$ cat config.mk
export PLATFORM = sky130hd
export DESIGN_NAME = alu
export DESIGN_NICKNAME = d
export VERILOG_FILES = /design/src/rtl/alu.sv
export SDC_FILE = /design/constraint.sdc
export NUM_CORES = 1
export LEC_CHECK = 0
export CAP_MARGIN = 10
export CELL_PAD_IN_SITES_DETAIL_PLACEMENT = 0
export CELL_PAD_IN_SITES_GLOBAL_PLACEMENT = 1
export CORE_MARGIN = 4
export CORE_UTILIZATION = 33
export CTS_CLUSTER_DIAMETER = 120
export DETAILED_ROUTE_END_ITERATION = 8
export MAX_ROUTING_LAYER = met4
export PLACE_DENSITY = 0.79
export SYNTH_ARGS = -nofsm -noshare
export SYNTH_HDL_FRONTEND = slang
export SYNTH_SLANG_ARGS = --single-unit
$ cat constraint.sdc
create_clock -name CLK -period 2.7 [get_ports CLK]
set_input_delay 0.27 -clock CLK [delete_from_list [all_inputs] [get_ports CLK]]
set_output_delay 0.27 -clock CLK [all_outputs]
set_load 0.01 [all_outputs]
$ cat src/rtl/alu.sv
// 32-bit ALU (ADD/AND/XOR/OR, one-hot select) with ARM-style NZCV flags.
// Latency: one cycle; result and flags are registered on the rising edge of CLK.
// No backpressure: accepts a new operation every cycle; invalid selects hold the outputs.
module alu #(
    parameter int WIDTH = 32
) (
    input  logic             CLK,
    input  logic             RST,
    input  logic [WIDTH-1:0] OP_X,
    input  logic [WIDTH-1:0] OP_Y,
    input  logic [3:0]       ALU_CTRL,
    output logic [WIDTH-1:0] ALU_OUT,
    output logic [3:0]       NZCV
);

    localparam logic [3:0] CTRL_ADD = 4'b1000;
    localparam logic [3:0] CTRL_AND = 4'b0100;
    localparam logic [3:0] CTRL_XOR = 4'b0010;
    localparam logic [3:0] CTRL_OR  = 4'b0001;

    logic [WIDTH:0]   sum_ext;
    logic [WIDTH-1:0] res_nxt;
    logic             c_nxt;
    logic             v_nxt;
    logic             op_vld;

    // One adder result serves both signed and unsigned views; only C and V differ.
    assign sum_ext = {1'b0, OP_X} + {1'b0, OP_Y};

    always_comb begin
        res_nxt = '0;
        c_nxt   = 1'b0;
        v_nxt   = 1'b0;
        op_vld  = 1'b1;
        case (ALU_CTRL)
            CTRL_ADD: begin
                res_nxt = sum_ext[WIDTH-1:0];
                c_nxt   = sum_ext[WIDTH];
                v_nxt   = (OP_X[WIDTH-1] == OP_Y[WIDTH-1]) &&
                          (sum_ext[WIDTH-1] != OP_X[WIDTH-1]);
            end
            CTRL_AND: res_nxt = OP_X & OP_Y;
            CTRL_XOR: res_nxt = OP_X ^ OP_Y;
            CTRL_OR:  res_nxt = OP_X | OP_Y;
            default:  op_vld  = 1'b0;
        endcase
    end

    always_ff @(posedge CLK) begin
        if (RST) begin
            ALU_OUT <= '0;
            NZCV    <= 4'b0000;
        end else if (op_vld) begin
            ALU_OUT <= res_nxt;
            NZCV    <= {res_nxt[WIDTH-1], (res_nxt == '0), c_nxt, v_nxt};
        end
    end

endmodule

# Word level (Yosys, flattened, before mapping)
# Cells that the tools add are included.
# W data, S select, Z words.
# op_classes
addsub	1
eq_ne	6
n_mux	4
bitwise	3
n_reduce_logical	3
# ops
op	count
$pmux W32 S4	1
$add A32 B32 Y33	1
$and A32 B32 Y32	1
$logic_not A32 Y1	1
$or A32 B32 Y32	1
$xor A32 B32 Y32	1
$eq A4 B1 Y1 const B	1
$eq A4 B2 Y1 const B	1
$eq A4 B3 Y1 const B	1
$eq A4 B4 Y1 const B	1
$reduce_or A4 Y1	1
$mux W1	3
$eq A1 B1 Y1	1
$logic_and A1 B1 Y1	1
$ne A1 B1 Y1	1
# word_totals
ff_bits	36
inputBits	70
output_inout_bits	36
wordCells	19

# Longest topological paths before layout
# Gate-level depths: netlist (run 1).
# logic_depth
depth_word	4
mapped_depth	14
mapped_depth_nobuf	14

# Worst setup path after synthesis (run 1)
# No wires, ideal clock.
# synth_timing
path_type	input to register
start	input port OP_X[7]
end	register NZCV[2]
setup_ps	117
t_arrival_ps	2709
slack_ps	-126
cell_stages	13
path_buffers	0
cell_sequence	inv_1 > ha_1 > a21o_1 > a21o_1 > or3_1 > o21ba_2 > o21ai_2 > o221ai_2 > or4_1 > and3_1 > and3_1 > nand4_1 > o21ai_1
# synth_between
elab_chain_len	3
elab_cells_between_ends	6
cone_classes	add/sub (1); mux (1); bitwise (3); reduce/logical (1)
# synth_rtl
element	line	source
start: declaration	9	input logic [WIDTH-1:0] OP_X,
$add A32 B32 Y33 (tied with other cells)	28	assign sum_ext = {1'b0, OP_X} + {1'b0, OP_Y};
$pmux W32 S4 *	35	case (ALU_CTRL)
$logic_not A32 Y1 *	55	NZCV <= {res_nxt[WIDTH-1], (res_nxt == '0), c_nxt, v_nxt};
end signal: assignment	55	
end: declaration	13	output logic [3:0] NZCV
# Every way passes the cells marked *; elsewhere a longest branch is shown, timed or not.
# A chain may end at the register's enable or synchronous reset.

# Worst setup path after layout (run 1)
# layout_timing
start	input port OP_X[1]
end	register NZCV[2]
# Same word-level chain as after synthesis.

==> results of run 1 <==
worst max-delay path, delay by kind of cell:
kind            cells  cell delay (ns)
simple gates        5             1.21
compound gates      5             1.18
fa+ha+maj           1             0.19
buf+inv             2             0.15
xor+xnor            1             0.09
registers in the layout, summed over array words and instances (netlist names):
register / count
ALU_OUT: 32
NZCV: 3
cell usage in the layout, fill, tap and decap left out, drive strengths merged, types with 4 or more instances in the layout:
cell type      instances
xnor2                 13
o31ai                  4
o21ai                 49
and3                   5
a21o                  12
o211ai                 7
a21oi                 78
nand4                  9
clkdlybuf4s15          8
nand3                 13
nor4b                  4
o21a                   6
dlymetal6s2s          12
nand2                 71
clkbuf                 7
a211oi                 5
inv                   76
dfxtp                 35
o41ai                  4
nor3                  14
a22oi                  9
nor2b                  7
dlygate4sd2           22
buf                  241
clkdlybuf4s50         57
nor2                  55
a221oi                 9
o221ai                 4
ha                    64
a31oi                 13
final timing paths:
kind	depth (start not counted)	from	end	slack [ns]
hold reg to reg	2	ALU_OUT[26]$_SDFFE_PP0P_	ALU_OUT[26]$_SDFFE_PP0P_	0.45
setup / recovery	14	OP_X[1]	NZCV[2]$_SDFFE_PP0P_	-0.19
hold / removal	2	ALU_OUT[26]$_SDFFE_PP0P_	ALU_OUT[26]$_SDFFE_PP0P_	0.45
setup reg to reg	2	ALU_OUT[18]$_SDFFE_PP0P_	ALU_OUT[18]$_SDFFE_PP0P_	1.93
layer usage:
metal  wire [um]  vias to the layer above
li1            -                     2964
met1        8640                     2860
met2        9290                      169
met3         885                       24
met4         265                        0
met5           0                        -
report_power, final:
group / internal, W / leakage, nW / switching [W]
sequential: 0.000555 / 0.286 / 0.0000232
combinational: 0.000832 / 3.54 / 0.000748
clock: 0.000435 / 0.0838 / 0.000214
cell usage after synthesis (12+ instances only):
master    number
o21ai_0       37
dfxtp_1       35
nor3_1        14
clkbuf_1      29
a21o_1        12
a31oi_1       12
inv_1         76
nand2_1       71
ha_1          64
xnor2_1       13
nand3_1       13
nor2_1        55
a21oi_1       77
kinds of logic after synthesis:
kind of cell	Yosys count
AOI/OAI and AO/OA	228
xor gates and xnor gates	16
adders and majority gates	65
buffers and inverters	115
DFF	35
muxes	4
and+or+nand+nor	198
stage by stage:
stage	instances	power [W]	util, %
2_1_floorplan	661	0.00119	-
3_3_place_gp	1100	0.00185	54.1
3_5_place_dp	1100	0.00187	54.1
4_1_cts	1140	0.00272	61.8
5_1_grt	1149	0.00297	63.9
6_report	1149	0.00281	63.9
layout make-up:
class / count / area [um2]
antenna: 1 / 2.50
clock buffer: 5 / 125
clock inverter: 3 / 43.8
fill: 1216 / 4860
inverter: 76 / 298
multi-input combinational: 511 / 4270
sequential: 35 / 701
tap: 176 / 220
timing repair buffer: 342 / 2930
what timing repair did:
item,CTS,global route
pin swaps,56,49
gates resized for setup,204,74
endpoints found under the setup margin,15,12
buffers inserted,33,9
==> results.sh, run 1 <==
export IMPL_antenna_found_initial=1
export IMPL_place_area_mm2=0.00728
export IMPL_cp_slowest_cell="a222oi_1"
export IMPL_avgSynthCellArea_um2=6.95
export IMPL_gr_usage_met3_pct=2.96
export IMPL_syn_nets=796
export IMPL_path_class="input pin to flip-flop"
export IMPL_vias=6017
export IMPL_status="finished with violations"
export IMPL_met2_usage_pct=39.8
export IMPL_core_mm2=0.0135
export IMPL_synthTopCellsByArea="ha_1 (17%), dfxtp_1 (15%), a21oi_1 (8.4%)"
export IMPL_grt_pass1_wl_um=30600
export IMPL_io_buffers=105
export IMPL_grt_pass1_vias=6170
export IMPL_grtUsageMet1_pct=31.2
export IMPL_drt_wirelength_per_cell_um=16.6
export IMPL_violations="negative setup slack"
export IMPL_fin_crit_sh_pct=107
export IMPL_synth_cells=661
export IMPL_slew_viol_final=0
export IMPL_crit_top_cell="nand4_1"
export IMPL_rsz0062_at_grt="yes"
export IMPL_ys_seq_area_share_pct=15.3
export IMPL_root_buffer="clkbuf_16"
export IMPL_place_congestion=0.941
export IMPL_die_area_mm2=0.0159
export IMPL_fmax_ghz=0.346
export IMPL_maxCapViolations=0
export IMPL_yosysTopAreaCellShare_pct=17.4
export IMPL_hpwlAfterDp_um=15000
export IMPL_synth_warnings=0
export IMPL_cp_max_fo=2
export IMPL_synth_xor_xnor_area_share_pct=3.05
export IMPL_synth_top_area_cell="ha_1"
export IMPL_synthArstFlopShare_pct=0
export IMPL_wirelength_um=19100
export IMPL_h_tree_depth=2
export IMPL_grt_max_degree=36
export IMPL_critPathMaxStageDelay_ns=0.44
export IMPL_finalClockSkew_ns=0
export IMPL_synthMuxAreaShare_pct=0.899
export IMPL_finalSetupViolCount=1
export IMPL_synth_top_family_by_area="compound AO/OA/AOI/OAI gates"
export IMPL_placementRows=42
export IMPL_clock_latency_ns=0.27
export IMPL_dp_slack_ns=-1.08
export IMPL_yosys_cell_types_count=75
export IMPL_vias_per_cell=5.24
export IMPL_p_leak_nw=3.91
export IMPL_p_per_area_mw_per_mm2=327
export IMPL_cp_start_kind="input pin"
export IMPL_synth_flop_cell="dfxtp_1"
export IMPL_drc_errors=0
export IMPL_antenna_left=0
export IMPL_track_usage_pct=23.8
export IMPL_cts_buffers_inserted=5
export IMPL_synth_enable_flop_cells=0
export IMPL_holdWs_ns=0.451
export IMPL_worst_pin_slew_ns=0.661
export IMPL_hold_viol=0
export IMPL_end_kind="flip-flop"
export IMPL_worstHoldPathType="flip-flop to flip-flop"
export IMPL_start_util_pct=34.1
export IMPL_relSlewSlack_pct=55.5
export IMPL_cts_buffer_depth=2
export IMPL_synthAdderAreaFrac_pct=17.9
export IMPL_clkTransAtPathRegs_ns=0.06
export IMPL_top_usage_layer="met2"
export IMPL_nets=1106
export IMPL_fin_area_mm2=0.00859
export IMPL_cp_arrival_ns=3.09
export IMPL_synth_area_mm2=0.00459
export IMPL_cts_sinks=35
export IMPL_firstDrtPassIters=4
export IMPL_ios=106
export IMPL_synth_compound_gate_area_share_pct=32.6
export IMPL_synth_seq_cells=35
export IMPL_grt_overflow=0
export IMPL_path_cells="buf_8, inv_6, ha_4, a21o_1, a21oi_4, xnor2_1, a222oi_1, o211ai_1, nor4b_4, nand4_1, nor4_2, and4bb_1, nand4_1, o21ai_1"
export IMPL_dieWidth_um=126
export IMPL_fin_ws_ns=-0.186
export IMPL_cts_hold_buf=0
export IMPL_syn2layout_area_growth_pct=87.1
export IMPL_final_period_minus_worst_setup_slack_ns=2.89
export IMPL_drive_gt1_share_pct=42.7
export IMPL_critPathRequiredTime_ns=2.91
export IMPL_cts_tree="yes"
export IMPL_ir_drop_uv=260
export IMPL_setup_tns_final_ns=-0.186
export IMPL_drt_initial_drc_count=325
export IMPL_fp_dieH_um=126
export IMPL_synth_simple_area_share_pct=20.4
No activity file was read; power rests on OpenSTA's default activity.
==> inputs of run 2 (changes only) <==
HOLD_SLACK_MARGIN = 0.08   (was unset)
==> results of run 2 <==
Same layout as run 1: the final DEF is identical, and so are final timing and power.
